--- src/rtl/uart_byte_tx.sv ---
// Byte-wide UART transmitter: accepts a byte on a valid/ready handshake
// and shifts it out LSB first as 8N1 or 8N2 on an idle-high line.
module uart_byte_tx #(
  parameter int CLKS_PER_BIT = 868,
  parameter int STOP_BITS    = 1
) (
  input  logic       Clock,
  input  logic       Reset,
  input  logic [7:0] DataIn,
  input  logic       DataValid,
  output logic       ReadyToSend,
  output logic       TxOut,
  output logic       Busy,
  output logic       TxDone
);

  localparam int CW = $clog2(CLKS_PER_BIT);
  localparam logic [CW-1:0] CNT_MAX =
    CW'(CLKS_PER_BIT - 1);
  localparam logic STOP_LAST = (STOP_BITS == 2);

  localparam logic [1:0] IDLE  = 2'd0;
  localparam logic [1:0] START = 2'd1;
  localparam logic [1:0] DATA  = 2'd2;
  localparam logic [1:0] STOP  = 2'd3;

  logic [1:0]    state;
  logic [CW-1:0] cnt;
  logic [2:0]    idx;
  logic [7:0]    shreg;
  logic          stop_idx;
  logic          wrap;
  logic          accept;

  assign wrap        = (cnt == CNT_MAX);
  assign ReadyToSend = (state == IDLE);
  assign Busy        = (state != IDLE);
  assign accept      = DataValid & ReadyToSend;

  // Bit timer runs only inside a frame; it sits at 0 in IDLE
  // so the start bit gets a full CLKS_PER_BIT cycles.
  always_ff @(posedge Clock or negedge Reset) begin
    if (!Reset) begin
      cnt <= '0;
    end else if (state == IDLE) begin
      cnt <= '0;
    end else if (wrap) begin
      cnt <= '0;
    end else begin
      cnt <= cnt + CW'(1);
    end
  end

  always_ff @(posedge Clock or negedge Reset) begin
    if (!Reset) begin
      state    <= IDLE;
      TxOut    <= 1'b1;
      TxDone   <= 1'b0;
      idx      <= 3'd0;
      shreg    <= 8'h00;
      stop_idx <= 1'b0;
    end else begin
      TxDone <= 1'b0;
      unique case (state)
        IDLE: begin
          if (accept) begin
            shreg    <= DataIn;
            TxOut    <= 1'b0;
            idx      <= 3'd0;
            stop_idx <= 1'b0;
            state    <= START;
          end
        end
        START: begin
          if (wrap) begin
            TxOut <= shreg[0];
            idx   <= 3'd0;
            state <= DATA;
          end
        end
        DATA: begin
          if (wrap) begin
            if (idx == 3'd7) begin
              TxOut <= 1'b1;
              state <= STOP;
            end else begin
              // Bit 0 is always the one on the line next.
              shreg <= {1'b0, shreg[7:1]};
              TxOut <= shreg[1];
              idx   <= idx + 3'd1;
            end
          end
        end
        STOP: begin
          if (wrap) begin
            if (stop_idx == STOP_LAST) begin
              TxDone <= 1'b1;
              state  <= IDLE;
            end else begin
              stop_idx <= 1'b1;
            end
          end
        end
        default: state <= IDLE;
      endcase
    end
  end

endmodule

--- config.mk ---
export PLATFORM = sky130hd
export DESIGN_NAME = uart_byte_tx
export DESIGN_NICKNAME = d
export VERILOG_FILES = /design/src/rtl/uart_byte_tx.sv
export SDC_FILE = /design/constraint.sdc
export NUM_CORES = 1
export LEC_CHECK = 0
export BUFFER_PORTS_ARGS = -buffer_cell sky130_fd_sc_hd__clkbuf_2
export CORE_MARGIN = 1
export CORE_UTILIZATION = 25
export CTS_CLUSTER_SIZE = 10
export DETAILED_ROUTE_END_ITERATION = 8
export GPL_TIMING_DRIVEN = 0
export SKIP_LAST_GASP = 1
export SLEW_MARGIN = 20
export SYNTH_ARGS = -nofsm -noshare
export SYNTH_HDL_FRONTEND = slang
export SYNTH_SLANG_ARGS = --single-unit
--- constraint.sdc ---
create_clock -name Clock -period 3.6 [get_ports Clock]
set_clock_uncertainty 0.2 [all_clocks]
set_input_delay 0.18 -clock Clock [delete_from_list [all_inputs] [get_ports Clock]]
set_output_delay 0.18 -clock Clock [all_outputs]
set_load 0.05 [all_outputs]
==> Yosys cells after proc, flatten, opt, wreduce, memory -nomap -nowiden <==
Cells that the tools add are included.
W data, S select, Z words.
{ "classes": {"eq_ne": 12, "addsub": 2, "n_reduce_logical": 10, "mux": 29, "n_bitwise": 1} }
{ "op_table": {"columns": ["operator", "count"], "rows": [
  ["$mux W8", 3],
  ["$mux W10", 2],
  ["$pmux W8 S2", 1],
  ["$mux W2", 6],
  ["$mux W3", 4],
  ["$ne A2 B2 Y1 const B", 6],
  ["$add A10 B1 Y10 const B", 1],
  ["$eq A10 B10 Y1 const B", 1],
  ["$mux W1", 9],
  ["$pmux W3 S3", 1],
  ["$pmux W2 S4", 1],
  ["$reduce_and A4 Y1", 2],
  ["$reduce_and A6 Y1", 1],
  ["$reduce_bool A2 Y1", 3],
  ["$reduce_and A5 Y1", 1],
  ["$eq A2 B2 Y1 const B", 2],
  ["$add A3 B1 Y3 const B", 1],
  ["$eq A3 B3 Y1 const B", 1],
  ["$pmux W1 S3", 1],
  ["$reduce_and A3 Y1", 1],
  ["$reduce_bool A3 Y1", 1],
  ["$eq A2 B1 Y1 const B", 1],
  ["$logic_not A2 Y1", 1],
  ["$ne A2 B1 Y1 const B", 1],
  ["2 further kinds", 2]
]} }
{ "word_totals": {"in_bits": 11, "register_bits": 26, "out_inout_bits": 4, "wordCells": 61} }

==> Depth between registers and ports, before layout <==
Gate-level depths: netlist of run 1.
{ "logic_depth": {"word_depth": 4, "depth_mapped": 7, "depth_no_buf": 6} }

==> Worst setup path after synthesis of run 1 <==
OpenSTA, ideal clock, no wires.
{ "synth_timing": {"path_kind": "reg2reg", "startpoint": "register state[0]", "endpoint": "register shreg[6]", "setup_slack_ns": 0.923, "path_buffers": 1, "arrival_time_ns": 2.351, "setup_ns": 0.127, "path_stages_with_launch": 8, "required_ns": 3.273, "synth_period_minus_slack_ns": 2.677, "cell_sequence": "dfrtp_1 -> inv_1 -> ha_1 -> clkbuf_1 -> clkinv_1 -> nand2_1 -> a21oi_1 -> a221o_2"} }
{ "synth_between": {"elab_chain_cells": 4, "word_cells_on_any_way": 9, "cone_classes": "4 x eq/ne; 1 x mux; 1 x bitwise; 3 x reduce/logical"} }
{ "synth_rtl": {"columns": ["element", "line_no", "text"], "rows": [
  ["from (decl)", "27", "logic [1:0] state;"],
  ["from (signal assigned)", "56", "state <= IDLE;"],
  ["from (signal assigned)", "71", "state <= START;"],
  ["from (signal assigned)", "78", "state <= DATA;"],
  ["$logic_not A2 Y1 (*)", "36", "assign ReadyToSend = (state == IDLE);"],
  ["named net ReadyToSend", "11", "output logic ReadyToSend,"],
  ["$and A1 B1 Y1", "38", "assign accept = DataValid & ReadyToSend;"],
  ["$ne A2 B1 Y1 (no line)", null, null],
  ["$reduce_and A4 Y1 (no line)", null, null],
  ["to (signal assigned)", "67", "shreg <= DataIn;"],
  ["to (signal assigned)", "88", "shreg <= {1'b0, shreg[7:1]};"],
  ["to (decl)", "30", "logic [7:0] shreg;"]
]} }
The timed path passes the listed nets; every way through them passes the cells marked *.
A chain may end at the register's enable or synchronous reset.

==> Worst setup path after layout of run 1 <==
{ "layout_timing": {"startpoint": "register state[0]", "endpoint": "output Busy"} }
{ "layout_between": {"elab_chain_cells": 1} }
{ "layout_rtl": {"columns": ["element", "line_no", "text"], "rows": [
  ["$reduce_bool A2 Y1", "37", "assign Busy = (state != IDLE);"],
  ["to (decl)", "13", "output logic Busy,"]
]} }
Every way passes these cells.

==> results.cfg, run 1 <==
[detailed_routing]
wirelength_um = 3300
drc_errors = 0
drtAntennaViolNets = 0
drtIter0Drc = 78
wl_per_cell_um = 12.7
vias_per_cell = 4.82
dr.pass1.iters = 4
num_vias = 1248

[worst_setup_path]
cp.required_ns = 3.22
r2r_start = state[0]$_DFFE_PN0P_
rr_worst_depth = 7
worstSetupPathType = flip-flop to output pin
timing.rr.end = shreg[6]$_DFFE_PN0P_
r2r_setup_slack_ns = 1.23
cp-end-kind = output pin
cp_max_fo = 10
cp-start-kind = flip-flop
arrival_ns = 2.17

[global_route]
grt_use_met2 = 0.187
grt_pass1_wl_um = 5560
grt_antenna_before_repair = 0
grt_remaining_overflow = 0
met1_usage = 0.146
grt_busiest_layer = met2
gr-usage-met3 = 0.0206
grtUsageTotal = 0.114
first_global_vias = 1136
grt_max_degree = 26

[sta]
setup_viol = 0
rsz0062_at_grt = false
fin_crit_ns = 2.55
period_share = 0.707
maxSlewViolCount = 0
setup_tns_ns = 0
final-hold-violation-count = 0
holdWs_ns = 0.133
relSlewSlack = 0.578
worst_pin_slew_ns = 0.633
max_freq_ghz = 0.393

[logic_synthesis]
synth_common_cells = nand2_1 (26), dfrtp_1 (24), nor2_1 (18), nand3_1 (11)
ys_types = 38
synthCells = 166
yosys_warnings = 0
synth.most_common_cell = nand2_1
synthArstFlopShare = 1.00
synth_top_area_share = 0.395
syn_area_per_cell_um2 = 9.17
ys_seq_area_frac = 0.412
synthTopCellsByArea = dfrtp_1 (39%), ha_1 (6.6%), nand2_1 (6.4%), a221o_1 (5.3%), nor2_1 (4.4%)
ys.flop_type = dfrtp_1
postSynthNetCount = 185
syn-cell-area_um2 = 1520
synth_edf_count = 0
ys_ff_latch = 25
yosys.area.top_type = dfrtp_1

[placed_design]
placed_area_um2 = 1680
io_buffers = 13
dp_cells = 254
place.gp.congestion = 0.745
hpwl_um = 2350

[clock_network]
worstSkewPairLatency_ns = 0.27
cts_max_level = 1
clkSinkCount = 25
cts.clk_slew.worst_paths_ns = 0.09
cts_root_buf = clkbuf_8
cts_max_path_buffers = 2
postCtsHoldBufs = 1
cts_made_buffers = 3
cts_tree = built
cts_setup_buffers = 0
ctsResizeCount = 0

[cells_and_area]
fin_nets = 204
layout-drive-gt1-share = 0.163
syn_to_final_growth_pct = 14.1
stdcell_count = 259
n_antenna_cell = 0
postLayoutCellArea_um2 = 1740

[pwr]
power_density_nw_per_um2 = 271
peakVddDrop_v = 0.000121
leakage_nw = 0.803

[floorplanning]
io_pins = 15
chipHeight_um = 80.0
die_width_um = 80.0
coreArea_um2 = 5890
dieArea_um2 = 6400
rows = 28
start_util = 0.259

[hold_path]
holdCritPathClass = primary input to flip-flop
min_from = DataIn[1]
holdPathEnd = shreg[1]$_DFFE_PN0P_
hold_path_depth = 4

[run]
cap_viol_max_count = 0

[run_status]
outcome = finished, final reports clean
-- cells by family after synthesis --
logic type                 count (synthesis)  synth area share
muxes                                      4            0.0280
xor gates and xnor gates                   8            0.0461
and+or+nand+nor                           72             0.256
adders and majority gates                  8            0.0658
DFF                                       25             0.412
buffers and inverters                     16            0.0428
AOI/OAI and AO/OA                         33             0.150
-- cells in the final DEF (no fill, tap or decap), drive strengths merged, types with 3 or more instances in the layout --
cell type | netlist | routed
and3 | 3 | 3
ha | 8 | 8
nor3 | 4 | 4
o21ai | 10 | 10
a221o | 9 | 9
dfrtp | 24 | 24
a21oi | 10 | 10
clkbuf | 5 | 22
nand3 | 11 | 11
xnor2 | 6 | 6
nand2 | 26 | 26
nor2 | 18 | 18
inv | 8 | 8
-- through the flow --
step	total power, mW	setup slack, ns	util
after CTS	0.481	1.04	0.295
final	0.469	1.05	0.295
after global placement	0.303	1.26	0.286
after detailed placement	0.303	1.22	0.286
after global routing	0.497	0.940	0.295
after floorplan	0.290	0.923	-
-- worst max-delay path, stage by stage (launching register included) --
cell and delay, ns:
dfrtp_1 0.41, inv_1 0.14, ha_1 0.22, clkbuf_1 0.40, clkinv_1 0.39, clkbuf_2 0.34
-- sequential cells by signal, summed over array words and instances, names as in the netlist --
name / flops
cnt: 10
shreg: 8
idx: 3
state: 2
TxDone: 1
TxOut: 1
-- routing by layer --
layer | routed length (um) | part of all wire
met1 | 1610 | 0.49
met2 | 1520 | 0.46
met3 | 125 | 0.038
met4 | 44 | 0.013
met5 | 0 | 0
-- area by class of cell --
class                      instances  area (um2)
inverter                           9        33.8
fill                             642        4150
tap                               75        93.8
multi-input combinational        125         830
clock buffer                       4        45.0
buffer                             7        31.3
sequential                        25         627
timing repair buffer              14        75.1
-- worst max path at each step --
stage,endpoint,start,slack (ns),cells after the start
6_report,Busy,state[0]$_DFFE_PN0P_,1.05,5
5_1_grt,Busy,state[0]$_DFFE_PN0P_,0.94,5
4_1_cts,Busy,state[0]$_DFFE_PN0P_,1.04,5
3_5_place_dp,shreg[6]$_DFFE_PN0P_,state[0]$_DFFE_PN0P_,1.22,7
3_3_place_gp,shreg[6]$_DFFE_PN0P_,state[0]$_DFFE_PN0P_,1.26,7
2_1_floorplan,shreg[6]$_DFFE_PN0P_,state[0]$_DFFE_PN0P_,0.92,7
-- report_power, final --
group | total [mW] | internal (mW) | switching, mW
clock | 0.172 | 0.0794 | 0.0927
combinational | 0.0168 | 0.00564 | 0.0112
sequential | 0.281 | 0.281 | 0
Note: power is estimated with default switching activity, not from simulation.
==> run 2, diff against run 1 <==
- clock period: 3.6 -> 2.6 ns (I/O delays scaled with it)
==> run 2 against run 1 <==
Compared with the run above:
- first-iteration DRC count is 45% lower
- wire length is 0.73% lower
- critical endpoint is now shreg[5]$_DFFE_PN0P_
- global-route usage is 0.20 points lower
- utilization hardly changed
==> results.cfg, run 2 (same netlist as run 1, synthesis figures left out) <==
[pwr]
peakVddDrop_v = 0.000179
power_density_nw_per_um2 = 372
leakage_nw = 0.803

[sta]
worst_pin_slew_ns = 0.641
relSlewSlack = 0.573
fin_crit_ns = 2.36
max_freq_ghz = 0.424
setup_tns_ns = 0
holdWs_ns = 0.0813
final-hold-violation-count = 0
rsz0062_at_grt = false
setup_viol = 0
maxSlewViolCount = 0
period_share = 0.908

[clock_network]
clkSinkCount = 25
cts_made_buffers = 3
cts_max_path_buffers = 2
cts_max_level = 1
cts.clk_slew.worst_paths_ns = 0.09
cts_root_buf = clkbuf_8
worstSkewPairLatency_ns = 0.27
ctsResizeCount = 0
cts_tree = built

[worst_setup_path]
critPathBufInv = 0
worst_path_most_repeated_cell = ha_1
arrival_ns = 2.31
cp-end-kind = flip-flop
cp_max_fo = 8
worstSetupPathType = flip-flop to flip-flop
cp_cell_sequence = ha_1 > ha_1 > or4_4 > nor4_4 > a21oi_2 > a221o_1
cp-start-kind = flip-flop
crit_family = simple AND/OR/NAND/NOR gates
cp.required_ns = 2.55
crit_slowest_cell = or4_4
critPathMaxStageDelay_ns = 0.48

[detailed_routing]
wl_per_cell_um = 12.6
drc_errors = 0
vias_per_cell = 4.76
num_vias = 1233
wirelength_um = 3280
drtIter0Drc = 43
dr.pass1.iters = 4
drtAntennaViolNets = 0

[floorplanning]
chipHeight_um = 80.0
rows = 28
dieArea_um2 = 6400
start_util = 0.259
io_pins = 15
die_width_um = 80.0
coreArea_um2 = 5890

[cells_and_area]
reg.largest.list = cnt: 10 flops, shreg: 8 flops, idx: 3 flops
n_antenna_cell = 0
largest_reg_flops = 10
layout-drive-gt1-share = 0.168
stdcell_count = 259
fillers = 629
final_common_cell = nand2_1
regMostFlops = cnt
syn_to_final_growth_pct = 14.1
most-common-layout-cells = nand2_1 (26), dfrtp_1 (24), nor2_1 (18)
fin_nets = 204

[placed_design]
place.gp.congestion = 0.745
hpwl_um = 2400
dp_cells = 254
io_buffers = 13

[global_route]
grtUsageTotal = 0.111
grt_remaining_overflow = 0
first_global_vias = 1214
grt_max_degree = 26
grt_pass1_wl_um = 5530
grt_antenna_before_repair = 0

[run_status]
outcome = finished, final reports clean

[run]
cap_viol_max_count = 0

[hold_path]
holdCritPathClass = primary input to flip-flop
[run 2: cell counts in the layout (fill, tap and decap cells not counted)]
Identical to the previous run, type by type.
[run 2: worst register-to-register path, stage by stage (launching register included)]
cell and delay, ns:
dfrtp_1 0.43, ha_1 0.21, ha_1 0.26, or4_4 0.48
nor4_4 0.16, a21oi_2 0.13, a221o_1 0.38
[run 2: power by group]
| part | total (mW) | internal (mW) | switching, mW |
|---|---|---|---|
| clock | 0.235 | 0.110 | 0.125 |
| sequential | 0.389 | 0.389 | 0 |
| combinational | 0.0235 | 0.00781 | 0.0156 |
[run 2: what timing repair did]
item,4_1_cts,5_1_grt
hold endpoints to repair,24,0
buffers inserted,0,0
hold buffers,1,0
[run 2: worst paths after layout]
kind	startpoint	end	slack (ns)	cells past startpoint
setup reg to reg	idx[0]$_DFFE_PN0P_	shreg[5]$_DFFE_PN0P_	0.24	6
min in group asynchronous	Reset	shreg[1]$_DFFE_PN0P_	0.21	2
max in group asynchronous	Reset	cnt[4]$_DFF_PN0_	1.58	2
hold / removal	DataIn[7]	shreg[7]$_DFFE_PN0P_	0.08	4
hold reg to reg	cnt[0]$_DFF_PN0_	cnt[0]$_DFF_PN0_	0.30	1
setup / recovery	idx[0]$_DFFE_PN0P_	shreg[5]$_DFFE_PN0P_	0.24	6
[run 2: layer usage]
metal,global-route usage,share of wire
met1,0.137,0.49
met2,0.193,0.47
met3,0.0206,0.032
met4,0.0393,0.0082
met5,0,0
[run 2: layout make-up]
class | instances | area [um2] | share of cell area
plain buffers | 7 | 31.3 | 0.0180
flip-flops and latches | 25 | 627 | 0.361
clock buffers | 4 | 45.0 | 0.0259
well taps | 75 | 93.8 | 0.0540
repair buffers | 14 | 75.1 | 0.0432
multi-input cells | 125 | 830 | 0.478
inverters | 9 | 35.0 | 0.0202
[run 2: per-stage QoR]
step / instance area, um2 / util / power, mW / setup WS (ns)
after floorplan: 1520 / - / 0.401 / 0.167
after global placement: 1680 / 0.286 / 0.420 / 0.266
after CTS: 1740 / 0.295 / 0.656 / 0.224
after global routing: 1740 / 0.295 / 0.674 / 0.111
final: 1740 / 0.295 / 0.647 / 0.240
after detailed placement: 1680 / 0.286 / 0.420 / 0.255
==> run 3, diff against run 2 <==
- RECOVER_POWER: default -> 100
==> run 3 against run 2 <==
Compared with the run above:
- wire length up 0.85%
- clock power about the same
- register-to-register slack got worse by 0.05 ns
- die area did not move
- largest power group unchanged
==> results.cfg, run 3 (same netlist as run 1, synthesis figures left out) <==
[worst_setup_path]
rr_worst_depth = 6
arrival_ns = 2.36
cp_max_fo = 5
r2r_start = idx[0]$_DFFE_PN0P_
r2r_setup_slack_ns = 0.19
cp.required_ns = 2.56
cp-end-kind = flip-flop
worstSetupPathType = flip-flop to flip-flop
cp-start-kind = flip-flop
timing.rr.end = idx[1]$_DFFE_PN0P_

[pwr]
power_density_nw_per_um2 = 377
internal_power_mw = 0.506
peakVddDrop_v = 0.000180
clockPowerShare = 0.363
p_sw_frac = 0.219
power_switching_mw = 0.142
combPwrFrac = 0.036
fin_total_pwr_mw = 0.647
seqPwrFrac = 0.600
leakage_nw = 0.771

[cells_and_area]
syn_to_final_growth_pct = 12.7
fillers = 634
regArea_um2 = 627
layout-drive-gt1-share = 0.130
reg.largest.list = cnt: 10 flops, shreg: 8 flops, idx: 3 flops
final_common_cell = nand2_1
fin_nets = 204
regMostFlops = cnt
multi_input_area_um2 = 815
postLayoutCellArea_um2 = 1720
n_antenna_cell = 0
most-common-layout-cells = nand2_1 (26), dfrtp_1 (24), nor2_1 (18)
largest_reg_flops = 10

[sta]
rsz0062_at_grt = false
final-hold-violation-count = 0
period_share = 0.925
maxSlewViolCount = 0
setup_tns_ns = 0
fin_crit_ns = 2.41
worst_pin_slew_ns = 1.39
relSlewSlack = 0.0720
setup_viol = 0
holdWs_ns = 0.0818
max_freq_ghz = 0.416

[floorplanning]
start_util = 0.259
chipHeight_um = 80.0
die_width_um = 80.0
rows = 28
coreArea_um2 = 5890
dieArea_um2 = 6400
io_pins = 15

[detailed_routing]
dr.pass1.iters = 4
num_vias = 1241
wirelength_um = 3300
vias_per_cell = 4.79
drtIter0Drc = 36
drc_errors = 0
drtAntennaViolNets = 0
wl_per_cell_um = 12.8

[clock_network]
cts.clk_slew.worst_paths_ns = 0.09
worstSkewPairLatency_ns = 0.27
cts_tree = built
cts_max_path_buffers = 2
cts_root_buf = clkbuf_8
clkSinkCount = 25
cts_setup_buffers = 0
cts_max_level = 1
cts_made_buffers = 3

[hold_path]
holdCritPathClass = primary input to flip-flop
hold_path_depth = 4
min_from = DataIn[7]
holdPathEnd = shreg[7]$_DFFE_PN0P_

[global_route]
met1_usage = 0.137
grt_busiest_layer = met2
grt_antenna_before_repair = 0
gr-usage-met3 = 0.0206
grt_max_degree = 26
grt_remaining_overflow = 0
grtUsageTotal = 0.111
grt_use_met2 = 0.193
first_global_vias = 1214
grt_pass1_wl_um = 5530

[placed_design]
place.gp.congestion = 0.745
hpwl_um = 2400
io_buffers = 13
placed_area_um2 = 1680

[run_status]
outcome = finished, final reports clean

[run]
cap_viol_max_count = 0
run 3: cell count changes in the layout (fill, tap and decap cells not counted):
cell,change
clkbuf_1,+4
inv_1,+1
nor3_4,-1
or4_4,-1
nor3_1,+1
or4_1,+1
clkinv_2,-1
clkbuf_2,-4
run 3: how the worst max path moves through the flow:
stage	startpoint	to	slack (ns)
detailed placement	idx[0]$_DFFE_PN0P_	shreg[4]$_DFFE_PN0P_	0.26
CTS	idx[0]$_DFFE_PN0P_	shreg[5]$_DFFE_PN0P_	0.22
floorplan	state[0]$_DFFE_PN0P_	shreg[6]$_DFFE_PN0P_	0.17
global route	idx[0]$_DFFE_PN0P_	idx[1]$_DFFE_PN0P_	0.08
finish	idx[0]$_DFFE_PN0P_	idx[1]$_DFFE_PN0P_	0.19
global placement	idx[0]$_DFFE_PN0P_	shreg[0]$_DFFE_PN0P_	0.27
run 3: timing repair:
action / CTS / global route
hold buffers: 1 / 0
endpoints found under the hold margin: 24 / 0
resized for setup: 0 / 0
run 3: critical path, stage by stage, from the launching register on:
cell	delay [ns]
dfrtp_1	0.43
ha_1	0.21
ha_1	0.25
or4_1	0.50
nor3_2	0.34
nor2_1	0.09
a221o_1	0.26
run 3: metal layers:
layer  up-vias  part of all wire
met1       595              0.48
met5         -                 0
met4         0            0.0079
met2        26              0.48
met3         4             0.035
li1        616                 -
run 3: cell type report:
| type | count | area share |
|---|---|---|
| multi-input cells | 125 | 0.475 |
| flip-flops and latches | 25 | 0.365 |
| well taps | 75 | 0.0547 |
| repair buffers | 14 | 0.0408 |
| clock buffers | 4 | 0.0263 |
| inverters | 9 | 0.0197 |
| plain buffers | 7 | 0.0182 |
run 3: per-stage QoR:
stage	cells	worst slack [ns]	utilization
CTS	259	0.224	0.295
floorplan	166	0.167	-
finish	259	0.195	0.291
global route	259	0.0834	0.291
detailed placement	254	0.255	0.286
global placement	254	0.266	0.286
run 3: power groups by stage:
stage	clock [mW]	combinational (mW)	sequential (mW)
after global placement	0	0.0234	0.396
after floorplan	0	0.00491	0.396
final	0.235	0.0235	0.389
after detailed placement	0	0.0233	0.396
after CTS	0.243	0.0244	0.389
after global routing	0.259	0.0270	0.389
